`config.mk`:
```
export PLATFORM = sky130hd
export DESIGN_NAME = coffee
export DESIGN_NICKNAME = d
export VERILOG_FILES = /design/src/rtl/coffee.sv
export SDC_FILE = /design/constraint.sdc
export NUM_CORES = 1
export LEC_CHECK = 0
export BUFFER_PORTS_ARGS = -buffer_cell sky130_fd_sc_hd__clkbuf_2
export CELL_PAD_IN_SITES_DETAIL_PLACEMENT = 0
export CELL_PAD_IN_SITES_GLOBAL_PLACEMENT = 1
export CORE_MARGIN = 3
export CORE_UTILIZATION = 43
export DETAILED_ROUTE_END_ITERATION = 10
export PLACE_DENSITY = 0.73
export SYNTH_ARGS = -nofsm -noshare
export SYNTH_HDL_FRONTEND = slang
export SYNTH_SLANG_ARGS = --single-unit
```
`constraint.sdc`:
```
create_clock -name CLK -period 1.9 [get_ports CLK]
set_input_delay 0.38 -clock CLK [delete_from_list [all_inputs] [get_ports CLK]]
set_output_delay 0.38 -clock CLK [all_outputs]
set_load 0.01 [all_outputs]
```
`src/rtl/coffee.sv`:
```
// -----------------------------------------------------------------------------
// coffee -- coin-operated coffee vending controller
//
// Counts coins (one per clock on C_IN) and pulses COFF for one cycle when the
// credit reaches PRICE. A cancel request on B_IN returns the accumulated credit
// as a train of one-cycle BAL pulses, one pulse per coin.
//
// Parameters:
//   PRICE  coins per cup (1..15)
//   CW     width of the credit and refund counters (2^CW > PRICE)
//
// Ports:
//   CLK    input   rising-edge clock
//   RST    input   synchronous active-high reset
//   C_IN   input   coin present this cycle (level, one coin per sampled cycle)
//   B_IN   input   cancel / refund request
//   COFF   output  registered dispense strobe, one cycle per cup
//   BAL    output  registered coin-return strobe, one cycle per refunded coin
// -----------------------------------------------------------------------------
module coffee #(
    parameter int PRICE = 3,
    parameter int CW    = 4
) (
    input  logic CLK,
    input  logic RST,
    input  logic C_IN,
    input  logic B_IN,
    output logic COFF,
    output logic BAL
);

    typedef enum logic [1:0] {
        IDLE    = 2'd0,
        COLLECT = 2'd1,
        VEND    = 2'd2,
        REFUND  = 2'd3
    } state_t;

    localparam logic [CW-1:0] ZERO    = {CW{1'b0}};
    localparam logic [CW-1:0] ONE     = {{(CW-1){1'b0}}, 1'b1};
    localparam logic [CW-1:0] PRICE_C = CW'(PRICE);

    state_t        state_r;
    state_t        state_next_s;
    logic [CW-1:0] credit_r;
    logic [CW-1:0] credit_next_s;
    logic [CW-1:0] credit_sum_s;
    // Holds the number of BAL pulses still owed *after* the one currently
    // on the output, because the first pulse is emitted on the same edge
    // that accepts the cancel request.
    logic [CW-1:0] refund_r;
    logic [CW-1:0] refund_next_s;
    logic          coff_r;
    logic          coff_next_s;
    logic          bal_r;
    logic          bal_next_s;

    // Next-state, next-credit and next-output decode
    always_comb begin
        credit_sum_s  = credit_r + {{(CW-1){1'b0}}, C_IN};
        state_next_s  = state_r;
        credit_next_s = credit_r;
        refund_next_s = refund_r;
        coff_next_s   = 1'b0;
        bal_next_s    = 1'b0;

        case (state_r)
            IDLE, COLLECT, VEND: begin
                if (B_IN && (credit_sum_s != ZERO)) begin
                    // Refund wins over a completing coin; the coin arriving
                    // together with the cancel is part of the refund.
                    bal_next_s    = 1'b1;
                    refund_next_s = credit_sum_s - ONE;
                    credit_next_s = ZERO;
                    state_next_s  = (credit_sum_s == ONE) ? IDLE : REFUND;
                end else if (credit_sum_s == PRICE_C) begin
                    coff_next_s   = 1'b1;
                    credit_next_s = ZERO;
                    state_next_s  = VEND;
                end else begin
                    credit_next_s = credit_sum_s;
                    state_next_s  = (credit_sum_s != ZERO) ? COLLECT : IDLE;
                end
            end
            REFUND: begin
                // Coins and cancel requests are ignored while refunding.
                if (refund_r != ZERO) begin
                    bal_next_s    = 1'b1;
                    refund_next_s = refund_r - ONE;
                    // Leave on the edge that emits the last pulse so the coin
                    // sampled on the following edge is already accepted.
                    state_next_s  = (refund_r == ONE) ? IDLE : REFUND;
                end else begin
                    refund_next_s = ZERO;
                    state_next_s  = IDLE;
                end
            end
            default: begin
                state_next_s  = IDLE;
                credit_next_s = ZERO;
                refund_next_s = ZERO;
            end
        endcase
    end

    // State, counter and output registers with synchronous reset
    always_ff @(posedge CLK) begin
        if (RST) begin
            state_r  <= IDLE;
            credit_r <= ZERO;
            refund_r <= ZERO;
            coff_r   <= 1'b0;
            bal_r    <= 1'b0;
        end else begin
            state_r  <= state_next_s;
            credit_r <= credit_next_s;
            refund_r <= refund_next_s;
            coff_r   <= coff_next_s;
            bal_r    <= bal_next_s;
        end
    end

    assign COFF = coff_r;
    assign BAL  = bal_r;

endmodule

```
==> results.md <==
- Vias in the first global route: 590
- Final setup violation count: 0
- Pint: 0.472 mW
- Final hold vios: 0
- # hold bufs at CTS: 0
- Worst-case clock skew: 4.61 ps
- Lkg Pwr: 0.369 nW
- GRT overflow: 0
- Seq/Total Area, Yosys: 0.317
- Core ar.: 0.00158 mm^2
- Crit path kind: reg2reg
- Slew Limit Fails: 0
- Peak Freq: 562 MHz
- Worst hold stages: 2
- Combinational fraction of design power: 0.241
- Mean post-synth cell area: 9.03 um^2
- Initial antenna violation count: 0
- Sequential share of power: 0.449
- Post-synth net total: 91
- R2R Setup Slk: 120 ps
- First-pass GRT wire length: 2750 um
- Synth top area share: 0.317
- Status: finished clean
- Worst path bufs/invs: 0
- CP Data Required Time: 2080 ps
- Synth cell types: 39
- Post-Syn Area: 758 um^2
- Overall Power: 0.685 mW
- Worst min path class: in2reg
- Post-synth top flop: dfxtp_1
- Remaining DRCs: 0
- Worst reg2reg path depth: 6
- Clock Latency Late Sink: 280 ps
- Maximum capacitance violations: 0
- Synth top area cells: dfxtp_1, ha_1, o41ai_2, nor2_1, nand2_1
- Post-synth ARST share: 0
- Area growth syn-to-layout: 16.0%
- Layout cell share with drive strength beyond 1: 0.281
- Most frequent cell after synthesis: dfxtp_1
- DR pass1 iterations: 4
- CTS buffer count: 3
- H-Tree Depth: 1
- Synthesis-stage register bit count: 12
- Worst min-delay path endpoint: BAL
- Rows: 14
- Worst-path fanout max: 4
- Sw frac: 0.311
- Yosys warns: 0
- Fin nets: 104
- Routed WL: 1740 um
- Slowest cell on the critical path: or3_4
- Num ports: 6
- Worst Path Arrival: 1960 ps
- Final Cell Area: 880 um^2
- IO buf count: 5
- Commonest cells post-synth: dfxtp_1, nor2_1, nand2_1
- Peak VDD IR: 0.425 mV
- Vias: 677
- CP peak stage delay: 380 ps
- Cell taking the most area after synthesis: dfxtp_1
- CP dominant cell by count: ha_2
- Reg2reg start: credit_r[0]
- Largest net degree at the start of global routing: 13
- Starting Density: 0.481
- Crit path launch type: flop
- Drt wl/cell: 15.6 um
- Least-Margin Pin Slew: 463 ps
- Vias per cell: 6.04
- Post-Syn Instances: 84
- Final Cycle Share: 0.936
- Unrepaired setup endpoints after global routing: no
- Clk slew on worst S/H paths: 80 ps
- Initial DRC Count: 11
- Die W: 48.0 um
- Crit. Startpoint: credit_r[0]
- DIE HEIGHT: 48.0 um
- Util after Layout: 0.558
- CP endpoint kind: flop
- Bufs on Longest Clock Path: 2
- Switching power: 0.213 mW
- Clk root buf: clkbuf_4
- PD cells: 779 mW/mm^2
- TNS Setup: 0 ps
- Clock sinks: 12
- RR Endpoint: credit_r[0]
- Hpwl dp: 1300 um
- Number of enable flip-flop cells after synthesis: 0
- Delay-heaviest family, CP: simple AND/OR/NAND/NOR gates
- GPL Wtd Cong: 0.781
- Tot GR Track Use: 0.174
- Post-route ant nets: 0
- CTS tree: built
- Clock power frac: 0.310
- Placed cell areas: 833 um^2
- Cell Chain, Critical Path: ha_2 -> ha_2 -> and2_1 -> a31oi_1 -> or3_4 -> a41o_1
- Minimum clock period: 1780 ps
- Die area: 0.00230 mm^2
- Worst hold path startpoint: RST
- Antenna cells: 0
- Slew headroom: 0.691
-- metrics by stage --
step / setup slack, ps / hold WS, ps / std cells
detailed placement: -61.5 / 520 / 108
floorplan: 114 / 473 / 84
global placement: 18.1 / 507 / 108
finish: 122 / 305 / 112
CTS: 91.7 / 312 / 112
global route: 14.2 / 313 / 112
-- cells in the final DEF, fill, tap and decap left out, drive strengths merged, types with 2 or more instances in the layout --
| cell | Yosys | layout |
|---|---|---|
| nor4 | 3 | 3 |
| nor2 | 7 | 7 |
| a41o | 2 | 2 |
| nand2 | 6 | 6 |
| ha | 3 | 3 |
| nand2b | 3 | 3 |
| dfxtp | 12 | 12 |
| xnor2 | 3 | 3 |
| and3 | 2 | 2 |
| inv | 3 | 3 |
| buf | 0 | 5 |
| o21ai | 3 | 3 |
| nor3 | 3 | 3 |
| a211oi | 3 | 3 |
| clkbuf | 2 | 9 |
| and2 | 3 | 3 |
| nand3 | 2 | 2 |
| mux2i | 2 | 2 |
| a21oi | 3 | 3 |
| o41ai | 3 | 3 |
-- worst max path at each step --
stage	end	slack (ps)	cells after the start
2_1_floorplan	credit_r[0]	110	6
3_3_place_gp	credit_r[1]	20	7
3_5_place_dp	credit_r[0]	-60	7
4_1_cts	credit_r[0]	90	6
5_1_grt	credit_r[1]	10	6
6_report	credit_r[0]	120	6
-- power groups by stage --
stage	sequential [mW]	combinational, mW	clock (mW)
final	0.307	0.165	0.213
after CTS	0.307	0.163	0.218
after global placement	0.311	0.162	0
after floorplan	0.306	0.119	0
after global routing	0.311	0.185	0.225
after detailed placement	0.312	0.161	0
-- state kept, by name, indices dropped and copies added (netlist names) --
name and flops:
credit_r 4, refund_r 4, state_r 2, BAL 1, COFF 1
-- final cells by class --
class / instances / area [um^2]
fill: 150 / 697
multi-input combinational: 67 / 509
sequential: 12 / 240
timing repair buffer: 10 / 62.6
clock buffer: 4 / 36.3
tap: 16 / 20.0
inverter: 3 / 11.3
-- layer usage --
layer	GRT usage	share of wire	vias up	wire, um
li1	-	-	353	-
met1	0.244	0.52	313	915
met3	0.0376	0.019	2	34
met5	0	0	-	0
met4	0.0645	0.0080	0	14
met2	0.259	0.45	9	779
-- logic make-up after synthesis --
logic type / after synthesis / share of synthesized area
and+or+nand+nor: 34 / 0.249
adders and majority gates: 3 / 0.0495
xor gates and xnor gates: 3 / 0.0446
DFF: 12 / 0.317
muxes: 2 / 0.0264
buffers and inverters: 5 / 0.0248
AOI/OAI and AO/OA: 25 / 0.289
-- what timing repair did --
action | 4_1_cts | 5_1_grt
gates resized for setup | 0 | 3
buffers inserted | 0 | 0
endpoints found under the setup margin | 0 | 3
Power figures use the tool's default switching activity.
